`src/rtl/mcb_port_cmd_arbiter.sv`:
```
// Round-robin arbiter sharing one MCB command port between up to four requesters,
// with a per-requester lock that keeps the grant for back-to-back command bursts.
module mcb_port_cmd_arbiter #(
  parameter int NUM_REQ   = 4,
  parameter int ADDR_BITS = 30,
  parameter int BL_BITS   = 6
) (
  input  logic                           clk,
  input  logic                           reset,
  input  logic                           mem_calib_done,
  input  logic [NUM_REQ-1:0]             req,
  input  logic [NUM_REQ-1:0]             lock,
  input  logic [3*NUM_REQ-1:0]           req_instr,
  input  logic [BL_BITS*NUM_REQ-1:0]     req_bl,
  input  logic [ADDR_BITS*NUM_REQ-1:0]   req_addr,
  output logic [NUM_REQ-1:0]             grant,
  output logic [NUM_REQ-1:0]             ack,
  input  logic                           port_cmd_full,
  output logic                           port_cmd_en,
  output logic [2:0]                     port_cmd_instr,
  output logic [BL_BITS-1:0]             port_cmd_bl,
  output logic [ADDR_BITS-1:0]           port_cmd_byte_addr,
  output logic                           busy
);

  localparam int PTR_W = $clog2(NUM_REQ);

  typedef enum logic [1:0] {
    ST_IDLE  = 2'd0,
    ST_ARB   = 2'd1,
    ST_ISSUE = 2'd2,
    ST_HOLD  = 2'd3
  } state_t;

  state_t             state_r, state_nxt_s;
  logic [PTR_W-1:0]   rr_ptr_r, rr_ptr_nxt_s;
  logic [PTR_W-1:0]   g_idx_r, g_idx_nxt_s;
  logic [NUM_REQ-1:0] grant_nxt_s, ack_nxt_s;
  logic               en_nxt_s, load_s;
  logic [PTR_W:0]     pick_s;

  // Returns {found, index} of the first requester at or after the pointer.
  function automatic logic [PTR_W:0] rr_pick(input logic [NUM_REQ-1:0] r,
                                             input logic [PTR_W-1:0]   p);
    logic [PTR_W:0]   pick;
    logic [PTR_W-1:0] c;
    pick = '0;
    for (int k = NUM_REQ - 1; k >= 0; k--) begin
      c = PTR_W'((int'(p) + k) % NUM_REQ);
      if (r[c]) pick = {1'b1, c};
    end
    return pick;
  endfunction

  function automatic logic [NUM_REQ-1:0] onehot(input logic [PTR_W-1:0] i);
    return {{(NUM_REQ-1){1'b0}}, 1'b1} << i;
  endfunction

  function automatic logic [PTR_W-1:0] next_ptr(input logic [PTR_W-1:0] i);
    return PTR_W'((int'(i) + 1) % NUM_REQ);
  endfunction

  // Next-state and next-output decode.
  always_comb begin
    pick_s       = rr_pick(req, rr_ptr_r);
    state_nxt_s  = state_r;
    rr_ptr_nxt_s = rr_ptr_r;
    g_idx_nxt_s  = g_idx_r;
    grant_nxt_s  = grant;
    ack_nxt_s    = '0;
    en_nxt_s     = 1'b0;
    load_s       = 1'b0;
    if (!mem_calib_done) begin
      state_nxt_s = ST_IDLE;
      grant_nxt_s = '0;
    end else begin
      case (state_r)
        ST_IDLE: begin
          state_nxt_s = ST_ARB;
        end
        ST_ARB: begin
          // The ack cycle is skipped so a requester's stale req is never re-granted.
          if (pick_s[PTR_W] && (ack == '0)) begin
            g_idx_nxt_s = pick_s[PTR_W-1:0];
            grant_nxt_s = onehot(pick_s[PTR_W-1:0]);
            load_s      = 1'b1;
            state_nxt_s = ST_ISSUE;
          end else begin
            state_nxt_s = ST_ARB;
          end
        end
        ST_ISSUE: begin
          if (!port_cmd_full) begin
            en_nxt_s  = 1'b1;
            ack_nxt_s = onehot(g_idx_r);
            if (lock[g_idx_r]) begin
              state_nxt_s = ST_HOLD;
            end else begin
              state_nxt_s  = ST_ARB;
              rr_ptr_nxt_s = next_ptr(g_idx_r);
              grant_nxt_s  = '0;
            end
          end else begin
            state_nxt_s = ST_ISSUE;
          end
        end
        ST_HOLD: begin
          if (req[g_idx_r]) begin
            load_s      = 1'b1;
            state_nxt_s = ST_ISSUE;
          end else if (!lock[g_idx_r]) begin
            state_nxt_s  = ST_ARB;
            rr_ptr_nxt_s = next_ptr(g_idx_r);
            grant_nxt_s  = '0;
          end else begin
            state_nxt_s = ST_HOLD;
          end
        end
        default: begin
          state_nxt_s = ST_IDLE;
          grant_nxt_s = '0;
        end
      endcase
    end
  end

  // State, pointer and registered port outputs.
  always_ff @(posedge clk or posedge reset) begin
    if (reset) begin
      state_r            <= ST_IDLE;
      rr_ptr_r           <= '0;
      g_idx_r            <= '0;
      grant              <= '0;
      ack                <= '0;
      port_cmd_en        <= 1'b0;
      port_cmd_instr     <= 3'd0;
      port_cmd_bl        <= '0;
      port_cmd_byte_addr <= '0;
      busy               <= 1'b0;
    end else begin
      state_r     <= state_nxt_s;
      rr_ptr_r    <= rr_ptr_nxt_s;
      g_idx_r     <= g_idx_nxt_s;
      grant       <= grant_nxt_s;
      ack         <= ack_nxt_s;
      port_cmd_en <= en_nxt_s;
      busy        <= (state_nxt_s == ST_ISSUE) || (state_nxt_s == ST_HOLD);
      if (load_s) begin
        port_cmd_instr     <= req_instr[3*g_idx_nxt_s +: 3];
        port_cmd_bl        <= req_bl[BL_BITS*g_idx_nxt_s +: BL_BITS];
        port_cmd_byte_addr <= req_addr[ADDR_BITS*g_idx_nxt_s +: ADDR_BITS];
      end
    end
  end

endmodule

```
`config.mk`:
```
export PLATFORM = sky130hd
export DESIGN_NAME = mcb_port_cmd_arbiter
export DESIGN_NICKNAME = d
export VERILOG_FILES = /design/src/rtl/mcb_port_cmd_arbiter.sv
export SDC_FILE = /design/constraint.sdc
export NUM_CORES = 1
export LEC_CHECK = 0
export BUFFER_PORTS_ARGS = -buffer_cell sky130_fd_sc_hd__buf_2
export CAP_MARGIN = 25
export CELL_PAD_IN_SITES_DETAIL_PLACEMENT = 1
export CELL_PAD_IN_SITES_GLOBAL_PLACEMENT = 1
export CORE_ASPECT_RATIO = 0.5
export CORE_MARGIN = 2
export CORE_UTILIZATION = 32
export DETAILED_ROUTE_END_ITERATION = 16
export PLACE_DENSITY_LB_ADDON = 0.1
export SYNTH_ARGS = -nofsm -noshare
export SYNTH_HDL_FRONTEND = slang
export SYNTH_SLANG_ARGS = --single-unit
```
`constraint.sdc`:
```
create_clock -name clk -period 3.7 [get_ports clk]
set_clock_uncertainty 0.1 [all_clocks]
set_input_delay 0.185 -clock clk [delete_from_list [all_inputs] [get_ports clk]]
set_output_delay 0.185 -clock clk [all_outputs]
set_load 0.05 [all_outputs]
```
* Word-level counts from Yosys, hierarchy flattened
Cells that the tools add are included.
Storage, ports and cells: register bits 55, input port bits 168, output and inout bits 49, logic and storage cells 90
Operators by class: add/subtract/negate cells 4, multipliers 3, $lt $le $gt $ge 5, eq/ne operators 11, shift-type cells 5, muxes and demuxes 45, reductions and logical operators 7
Operators by type and width (number):
- variable part select 120 x 8 -> 30 bit | 1
- two-way mux 4 bit | 8
- variable part select 24 x 6 -> 6 bit | 1
- two-way mux 2 bit | 11
- < comparator 2 x 3 -> 1 bit (second input constant) | 5
- binary-select mux 1 bit (select 2 bit) | 6
- two-way mux 1 bit | 12
- two-way mux 3 bit | 4
- case mux 4 bit (3 select lines) | 1
- variable part select 12 x 5 -> 3 bit | 1
- != test 3 bit (second input constant) | 3
- equality test 2 bit (second input constant) | 4
- multiplier 2 x 2 -> 4 bit (first input constant) | 2
- case mux 2 bit (4 select lines) | 1
- AND reduction 4 bit | 2
- << shifter 1 x 2 -> 4 bit (first input constant) | 2
- multiplier 4 x 2 -> 6 bit (first input constant) | 1
- adder 2 x 1 -> 2 bit (second input constant) | 2
- adder 2 bit (second input constant) | 2
- logical NOT 4 bit | 1
- != test 2 bit (second input constant) | 2
- != test 4 x 1 -> 1 bit (second input constant) | 1
- case mux 2 bit (2 select lines) | 1
- equality test 2 x 1 -> 1 bit (second input constant) | 1
- other kinds (5) | 5

* Longest topological paths before layout
Gate-level depths: netlist of run 1.
word-level depth 13, mapped depth 11

* Least setup slack after synthesis of run 1
Ideal clock, no wire load.
path type reg2reg, from register ack[1], to register port_cmd_byte_addr[16], library setup time 0.132 ns, data arrival time 2.283 ns, data required time 3.468 ns, slack 1.184 ns, stages on the path, launching flop included 9, period minus slack after synthesis 2.516 ns, cells stage by stage dfrtp_1 or4_1 o31ai_1 o41a_1 buf_2 buf_6 mux2_2 nor2_1 o22ai_1
On the way: longest elaborated chain between the ends 7, elaborated cells between the ends (all ways) 10
Ends and longest elaborated chain:
- start, declared | RTL line 17 | output logic [NUM_REQ-1:0] ack,
- start signal, assigned | RTL line 145 | ack <= ack_nxt_s;
- logical NOT 4 bit (*) | RTL line 83 | if (pick_s[PTR_W] && (ack == '0)) begin
- logical AND 1 bit (*) | RTL line 83
- two-way mux 2 bit | RTL line 83
- two-way mux 2 bit | RTL line 77 | case (state_r)
- two-way mux 2 bit | RTL line 73 | if (!mem_calib_done) begin
- multiplier 4 x 2 -> 6 bit | RTL line 151 | port_cmd_byte_addr <= req_addr[ADDR_BITS*g_idx_nxt_s +: ADDR_BITS];
- variable part select 120 x 8 -> 30 bit | RTL line 151
- end signal, assigned | RTL line 151
- end, declared | RTL line 22 | output logic [ADDR_BITS-1:0] port_cmd_byte_addr,
Every way passes the cells marked *; elsewhere a longest branch is shown, timed or not. A chain may end at the register's enable or synchronous reset.

* Final worst setup path of run 1
from register ack[1], to register port_cmd_byte_addr[25]
The elaborated chain is that of the path after synthesis.

==> Implementation_results.wiki, run 1 <==
{| class="wikitable"
! Metric !! Value
|-
| Run status || completed
|-
| Die footprint || 0.0117 mm^2
|-
| Min cycle time layout || 2.95 ns
|-
| WL met1 || 5340 um
|-
| Worst Max-Slew Pin Slew || 0.651 ns
|-
| Via Count || 3820
|-
| Detailed-routed wire length on met2 || 6060 um
|-
| Effective utilization at floorplan || 33.3%
|-
| Area growth from synthesis to final layout || 38.7%
|-
| Synthesized instance count || 430
|-
| Total area of multi-input combinational cells || 0.00186 mm^2
|-
| Avg WL per Cell || 15.7 um
|-
| Vias per Instance || 4.95
|-
| Global-route wire length before repair || 19300 um
|-
| Commonest cells after routing, fill and taps aside || sky130_fd_sc_hd__buf_2 (216), sky130_fd_sc_hd__nor2_1 (118), sky130_fd_sc_hd__nand2_1 (86), sky130_fd_sc_hd__dfrtp_1 (55), sky130_fd_sc_hd__nand3_1 (39)
|-
| Largest net degree at the start of global routing || 64
|-
| Count of standard-cell rows || 26
|-
| Maximum ir drop on the vdd rail || 0.000386 V
|-
| Avg Inst Size Synth || 8.01 um^2
|-
| Port bufs || 216
|-
| Sort of element at the start of the critical path || flop
|-
| Fin worst setup slack || 0.753 ns
|-
| TritonCTS clock tree || yes
|-
| Dominant combinational cell family by area after synthesis || simple AND/OR/NAND/NOR gates
|-
| Warnings from Yosys || 0
|-
| Synth Register Bits || 55
|-
| Hold_sp || port_cmd_full
|-
| Global routing usage summed across all routing layers || 20.8%
|-
| Post-route DRC || 0
|-
| Largest cells by area after synthesis || sky130_fd_sc_hd__dfrtp_1 (40%), sky130_fd_sc_hd__nor2_1 (13%), sky130_fd_sc_hd__o221a_2 (12%)
|-
| Total inserted antenna cells || 0
|-
| Number of nets with antenna violations after routing || 0
|-
| Number of unique standard cell types used by synthesis || 37
|-
| Placeable Area || 0.0103 mm^2
|-
| Number of fillers in the final layout || 1338
|-
| Share of synthesized cell area in and, or, nand and nor gates || 32.4%
|-
| Leading cell type in the layout, fill and taps excluded || sky130_fd_sc_hd__buf_2
|-
| PwrDens || 824 mW/mm^2
|-
| Router iterations before antenna repair || 4
|-
| GPL Wtd Cong || 0.782
|-
| Maximum buffer depth of the clock tree || 2
|-
| End of the worst register-to-register path || port_cmd_byte_addr[25]
|-
| H-Tree Depth || 2
|-
| Die Height || 77.4 um
|-
| Synthesized net count || 602
|-
| Overall overflow remaining after global route || 0
|-
| Initial DRC count || 120
|-
| Uppermost metal layer occupied by signal nets || met5
|-
| Critical Path Slowest Stage Cell || sky130_fd_sc_hd__o41a_2
|-
| Root buffer selected by CTS || sky130_fd_sc_hd__clkbuf_16
|-
| Post-route fraction of the period consumed by the critical path || 79.6%
|-
| Total negative setup slack || 0 ns
|-
| Max stage delay on crit path || 0.71 ns
|-
| Worst endpoint data arrival time || 3.08 ns
|-
| Share of the synthesized area in the top cell type || 40.0%
|-
| Final Net Count || 803
|-
| DIE WIDTH || 151 um
|-
| Worst hold path type || in -> reg
|-
| Portion of the post-synthesis area used by sequential elements || 40.0%
|-
| I/O pin count || 217
|-
| Number of global-route vias before repair || 3901
|-
| Share of cell area taken by muxes after synthesis || 3.92%
|-
| Layout cell share with drive strength beyond 1 || 44.9%
|-
| Required time at the worst-slack endpoint || 3.84 ns
|-
| Library cell occupying the most area in the post-synthesis netlist || sky130_fd_sc_hd__dfrtp_1
|-
| Fraction of the mapped netlist area in adder cells || 1.45%
|-
| Post-placement worst setup slack || 0.743 ns
|-
| Hold buffer count at CTS || 1
|-
| Synthesized-area fraction occupied by xor and xnor cells || 0%
|-
| Clk pin slew, worst setup/hold paths || 0.07 ns
|-
| Critical setup path kind || reg -> reg
|-
| Dominant cell type by count on the critical path || sky130_fd_sc_hd__nor2_1
|-
| Synthesized cell area || 0.00344 mm^2
|-
| Sequential Area || 0.00138 mm^2
|-
| Max-cap check violation count || 0
|-
| Final Hold Viols || 0
|-
| Number of clock sinks || 55
|-
| Number of antenna violations at the first check in global routing || 1
|-
| Register-to-Register Setup Slack || 0.75 ns
|-
| Setup repair after global routing missed its margin || no
|-
| Clock latency of the later-clocked register in the worst-skew pair || 0.29 ns
|-
| Number of setup buffers added after CTS || 0
|-
| Total wirelength of the detailed-routed design || 12100 um
|-
| Worst hold endpoint || port_cmd_en
|-
| Count of instances resized after the clock tree is built || 0
|-
| Startpoint of the worst register-to-register path || ack[1]
|-
| Number of max-slew violations in the final report || 0
|-
| HPWL after detailed placement || 9130 um
|-
| Worst-path cell chain || nor4_1, nand3_1, o41a_2, inv_2, buf_12, nor2_1, nor2_1, o221a_2
|-
| Max-slew headroom || 56.5%
|-
| Number of cells traversed by the worst hold path || 2
|-
| Clock buffer count from CTS || 5
|-
| Critical path endpoint category || flop
|-
| Final setup fails || 0
|-
| P_leak || 2.35 nW
|-
| Fmax achieved || 339 MHz
|-
| Met3 wirelength from detailed routing || 628 um
|-
| Largest fanout on the critical path || 63
|-
| Area fraction in compound gates after synthesis || 16.0%
|-
| Worst-case reg-to-reg path depth || 8
|}
-- through the flow --
stage / power, mW / area, um^2 / instances / util, % / hold slack (ns)
2_1_floorplan: 2.87 / 3440 / 430 / - / 0.185
3_3_place_gp: 3.39 / 4590 / 763 / 44.4 / 0.222
3_5_place_dp: 3.42 / 4590 / 763 / 44.4 / 0.230
4_1_cts: 4.00 / 4780 / 772 / 46.2 / 0.0349
5_1_grt: 4.22 / 4780 / 772 / 46.2 / 0.0526
6_report: 3.94 / 4780 / 772 / 46.2 / 0.0371
-- state kept, by name, summed over array words and instances, names as in the netlist --
name,count
rr_ptr_r,2
busy,1
state_r,2
ack,4
grant,4
port_cmd_en,1
g_idx_r,2
port_cmd_instr,3
port_cmd_bl,6
port_cmd_byte_addr,30
-- report_power, final --
part,internal [mW],total [mW],switching (mW)
Sequential,0.847,1.01,0.167
Combinational,0.753,2.36,1.61
Clock,0.337,0.563,0.226
-- Yosys cell counts (all sizes together) --
master	number
a21oi	5
or3	1
or4	2
nand3	39
clkbuf	6
nor2b	6
inv	7
ha	4
o22ai	1
nor2	118
and3b	1
o41a	1
mux4	2
nor4	2
nand4	1
o21a	1
a41oi	1
a31oi	2
o21ba	1
a211oi	1
o21ai	2
nand2	86
buf	25
and2	4
o221a	38
nand3b	1
o21bai	1
o31ai	1
dfrtp	55
a211o	1
nor3	4
nor3b	2
mux2	8
-- final cells by class --
| class | count | area share, % |
|---|---|---|
| Clock buffer | 6 | 2.91 |
| Clock inverter | 2 | 0.733 |
| Inverter | 7 | 0.550 |
| Multi-Input combinational cell | 337 | 39.0 |
| Sequential cell | 55 | 28.8 |
| Tap cell | 140 | 3.67 |
| Timing Repair Buffer | 225 | 24.4 |
-- critical path: cells and delay by family (launching register included) --
family | cells | cell delay [ns]
buffers and inverters | 2 | 0.60
and+or+nand+nor | 4 | 0.86
DFF | 1 | 0.39
AOI/OAI and AO/OA | 2 | 0.90
-- kinds of logic after synthesis --
| group | Yosys count |
|---|---|
| compound gates | 56 |
| fa+ha+maj | 4 |
| mux | 10 |
| flops | 55 |
| buf+inv | 38 |
| simple gates | 267 |
-- worst max path at each step --
stage,slack [ns],start,depth (start not counted),endpoint
2_1_floorplan,1.18,ack[1],8,port_cmd_byte_addr[16]
3_3_place_gp,0.83,ack[1],8,port_cmd_byte_addr[25]
3_5_place_dp,0.74,ack[1],8,port_cmd_byte_addr[25]
4_1_cts,0.73,ack[1],8,port_cmd_byte_addr[25]
5_1_grt,0.51,ack[0],8,port_cmd_byte_addr[25]
6_report,0.75,ack[1],8,port_cmd_byte_addr[25]
-- routing by layer --
| metal | global-route usage, % | vias up |
|---|---|---|
| met1 | 26.4 | 1838 |
| met3 | 5.06 | 8 |
| met5 | 0 | - |
| met2 | 36.5 | 95 |
| met4 | 3.55 | 2 |
| li1 | - | 1877 |
(Power assumes the default switching activity.)
==> run 2: changes to the inputs <==
- CORE_UTILIZATION: 32 -> 26
- clock period: 3.7 -> 2.6 ns (I/O delays scaled with it)
==> run 2 against run 1 <==
Against the previous run: global-route usage fell by 2.7 points; cell count rose by 5.6%; via count rose by 0.89%; wire length rose by 5.5%; critical path depth did not move; critical path type unchanged; critical endpoint is now port_cmd_byte_addr[28]; largest cell class unchanged.
==> Implementation_results.wiki, run 2 (same netlist as run 1, synthesis figures left out) <==
{| class="wikitable"
! Metric !! Value
|-
| Final Hold Viols || 0
|-
| Overall overflow remaining after global route || 0
|-
| Via Count || 3854
|-
| P_leak || 2.43 nW
|-
| Area growth from synthesis to final layout || 44.3%
|-
| Worst-path cell chain || or4_1, o31ai_2, o41a_4, inv_2, buf_12, nor2_1, nor2_1, o221a_2
|-
| Effective utilization at floorplan || 26.9%
|-
| Number of max-slew violations in the final report || 0
|-
| Avg WL per Cell || 15.7 um
|-
| Number of clock sinks || 55
|-
| Min cycle time layout || 2.46 ns
|-
| GPL Wtd Cong || 0.763
|-
| Worst hold path type || in -> reg
|-
| Sort of element at the start of the critical path || flop
|-
| Worst hold slack across all endpoints || 0.0384 ns
|-
| Max-slew headroom || 65.6%
|-
| Number of cells traversed by the worst hold path || 3
|-
| Global routing usage summed across all routing layers || 18.1%
|-
| Largest fanout on the critical path || 39
|-
| Startpoint of the worst register-to-register path || ack[1]
|-
| Hold_sp || mem_calib_done
|-
| Placeable Area || 0.0128 mm^2
|-
| DIE WIDTH || 167 um
|-
| PwrDens || 1140 mW/mm^2
|-
| Number of global-route vias before repair || 4117
|-
| Critical path endpoint category || flop
|-
| Post-Layout Inst Area || 0.00497 mm^2
|-
| Count of standard-cell rows || 29
|-
| Router iterations before antenna repair || 4
|-
| I/O pin count || 217
|-
| Leading cell type in the layout, fill and taps excluded || sky130_fd_sc_hd__buf_2
|-
| Total wirelength of the detailed-routed design || 12800 um
|-
| TritonCTS clock tree || yes
|-
| Number of antenna violations at the first check in global routing || 0
|-
| Number of nets with antenna violations after routing || 0
|-
| Worst Max-Slew Pin Slew || 0.513 ns
|-
| Run status || completed
|-
| Port bufs || 216
|-
| Layout cell share with drive strength beyond 1 || 46.0%
|-
| Largest net degree at the start of global routing || 40
|-
| Total inserted antenna cells || 0
|-
| Setup repair after global routing missed its margin || yes
|-
| Placed cell area || 0.00474 mm^2
|-
| Total Power || 5.69 mW
|-
| Die Height || 85.4 um
|-
| Post-route fraction of the period consumed by the critical path || 94.6%
|-
| End of the worst register-to-register path || port_cmd_byte_addr[28]
|-
| Clk pin slew, worst setup/hold paths || 0.08 ns
|-
| Initial DRC count || 146
|-
| Worst-case reg-to-reg path depth || 8
|-
| Final core area utilization || 38.8%
|-
| HPWL after detailed placement || 9800 um
|-
| H-Tree Depth || 2
|-
| Clock buffer count from CTS || 5
|-
| Root buffer selected by CTS || sky130_fd_sc_hd__clkbuf_16
|-
| Commonest cells after routing, fill and taps aside || sky130_fd_sc_hd__buf_2 (216), sky130_fd_sc_hd__nor2_1 (118), sky130_fd_sc_hd__nand2_1 (86), sky130_fd_sc_hd__dfrtp_1 (55), sky130_fd_sc_hd__nand3_1 (39)
|-
| Max-cap check violation count || 0
|-
| Vias per Instance || 4.73
|-
| Fmax achieved || 407 MHz
|-
| Die footprint || 0.0142 mm^2
|-
| Registers with the highest flip-flop counts || port_cmd_byte_addr x30, port_cmd_bl x6
|-
| Dominant cell type by count on the critical path || sky130_fd_sc_hd__nor2_1
|-
| Worst hold endpoint || state_r[0]
|-
| Max FFs per register || 30
|-
| Post-route DRC || 0
|-
| Total negative setup slack || 0 ns
|-
| Register with the highest flop count || port_cmd_byte_addr
|-
| Worst endpoint data arrival time || 2.55 ns
|-
| Maximum buffer depth of the clock tree || 2
|-
| Critical setup path kind || reg -> reg
|-
| Max stage delay on crit path || 0.60 ns
|-
| Final setup fails || 0
|-
| Global-route wire length before repair || 20800 um
|-
| Final Net Count || 816
|-
| Register-to-Register Setup Slack || 0.14 ns
|-
| Clock latency of the later-clocked register in the worst-skew pair || 0.29 ns
|-
| Critical Path Slowest Stage Cell || sky130_fd_sc_hd__or4_1
|-
| Maximum ir drop on the vdd rail || 0.000424 V
|-
| Number of fillers in the final layout || 1637
|-
| Required time at the worst-slack endpoint || 2.69 ns
|}
==> run 2: per-layer routing <==
metal,GRT usage [%],vias to the layer above,wire [um]
met4,3.76,0,133
met5,0,-,0
met1,22.8,1831,5700
li1,-,1906,-
met2,31.6,107,6190
met3,4.80,10,773
==> run 2: worst max-delay path, delay by kind of cell, from the launching register on <==
| kind | cells | cell delay [ns] |
|---|---|---|
| AO/OA/AOI/OAI | 3 | 0.80 |
| AND/OR/NAND/NOR | 3 | 0.78 |
| flip-flops | 1 | 0.42 |
| buffers and inverters | 2 | 0.25 |
==> run 2: worst max-delay path by stage <==
stage	endpoint	start	depth (start not counted)
after floorplan	port_cmd_byte_addr[16]	ack[1]	8
after global placement	port_cmd_bl[0]	ack[1]	7
after detailed placement	port_cmd_byte_addr[3]	ack[1]	7
after CTS	port_cmd_byte_addr[28]	ack[1]	8
after global routing	port_cmd_byte_addr[2]	ack[1]	7
final	port_cmd_byte_addr[28]	ack[1]	8
==> run 2: power by group <==
part | internal, mW | switching [mW] | total (mW)
clock network | 0.358 | 0.318 | 0.676
logic | 1.22 | 2.37 | 3.59
registers | 1.21 | 0.217 | 1.42
==> run 2: layout make-up <==
class / count / area [um^2] / area share (%)
clock buffer: 7 / 133 / 2.67
clock inverter: 1 / 5.00 / 0.101
inverter: 7 / 26.3 / 0.529
multi-input combinational: 337 / 1900 / 38.2
sequential: 55 / 1380 / 27.7
tap: 170 / 213 / 4.28
timing repair buffer: 238 / 1320 / 26.5
==> run 2: what timing repair did <==
action / CTS / global route
buffers inserted: 0 / 4
hold buffers: 2 / 0
setup endpoints to repair: 10 / 39
gates resized for setup: 1 / 5
endpoints found under the hold margin: 22 / 0
==> run 2: metrics by stage <==
step,instances,setup slack (ns)
4_1_cts,811,0.0181
2_1_floorplan,430,0.0844
3_3_place_gp,801,0.145
3_5_place_dp,801,0.0143
6_report,815,0.140
5_1_grt,815,-0.00379
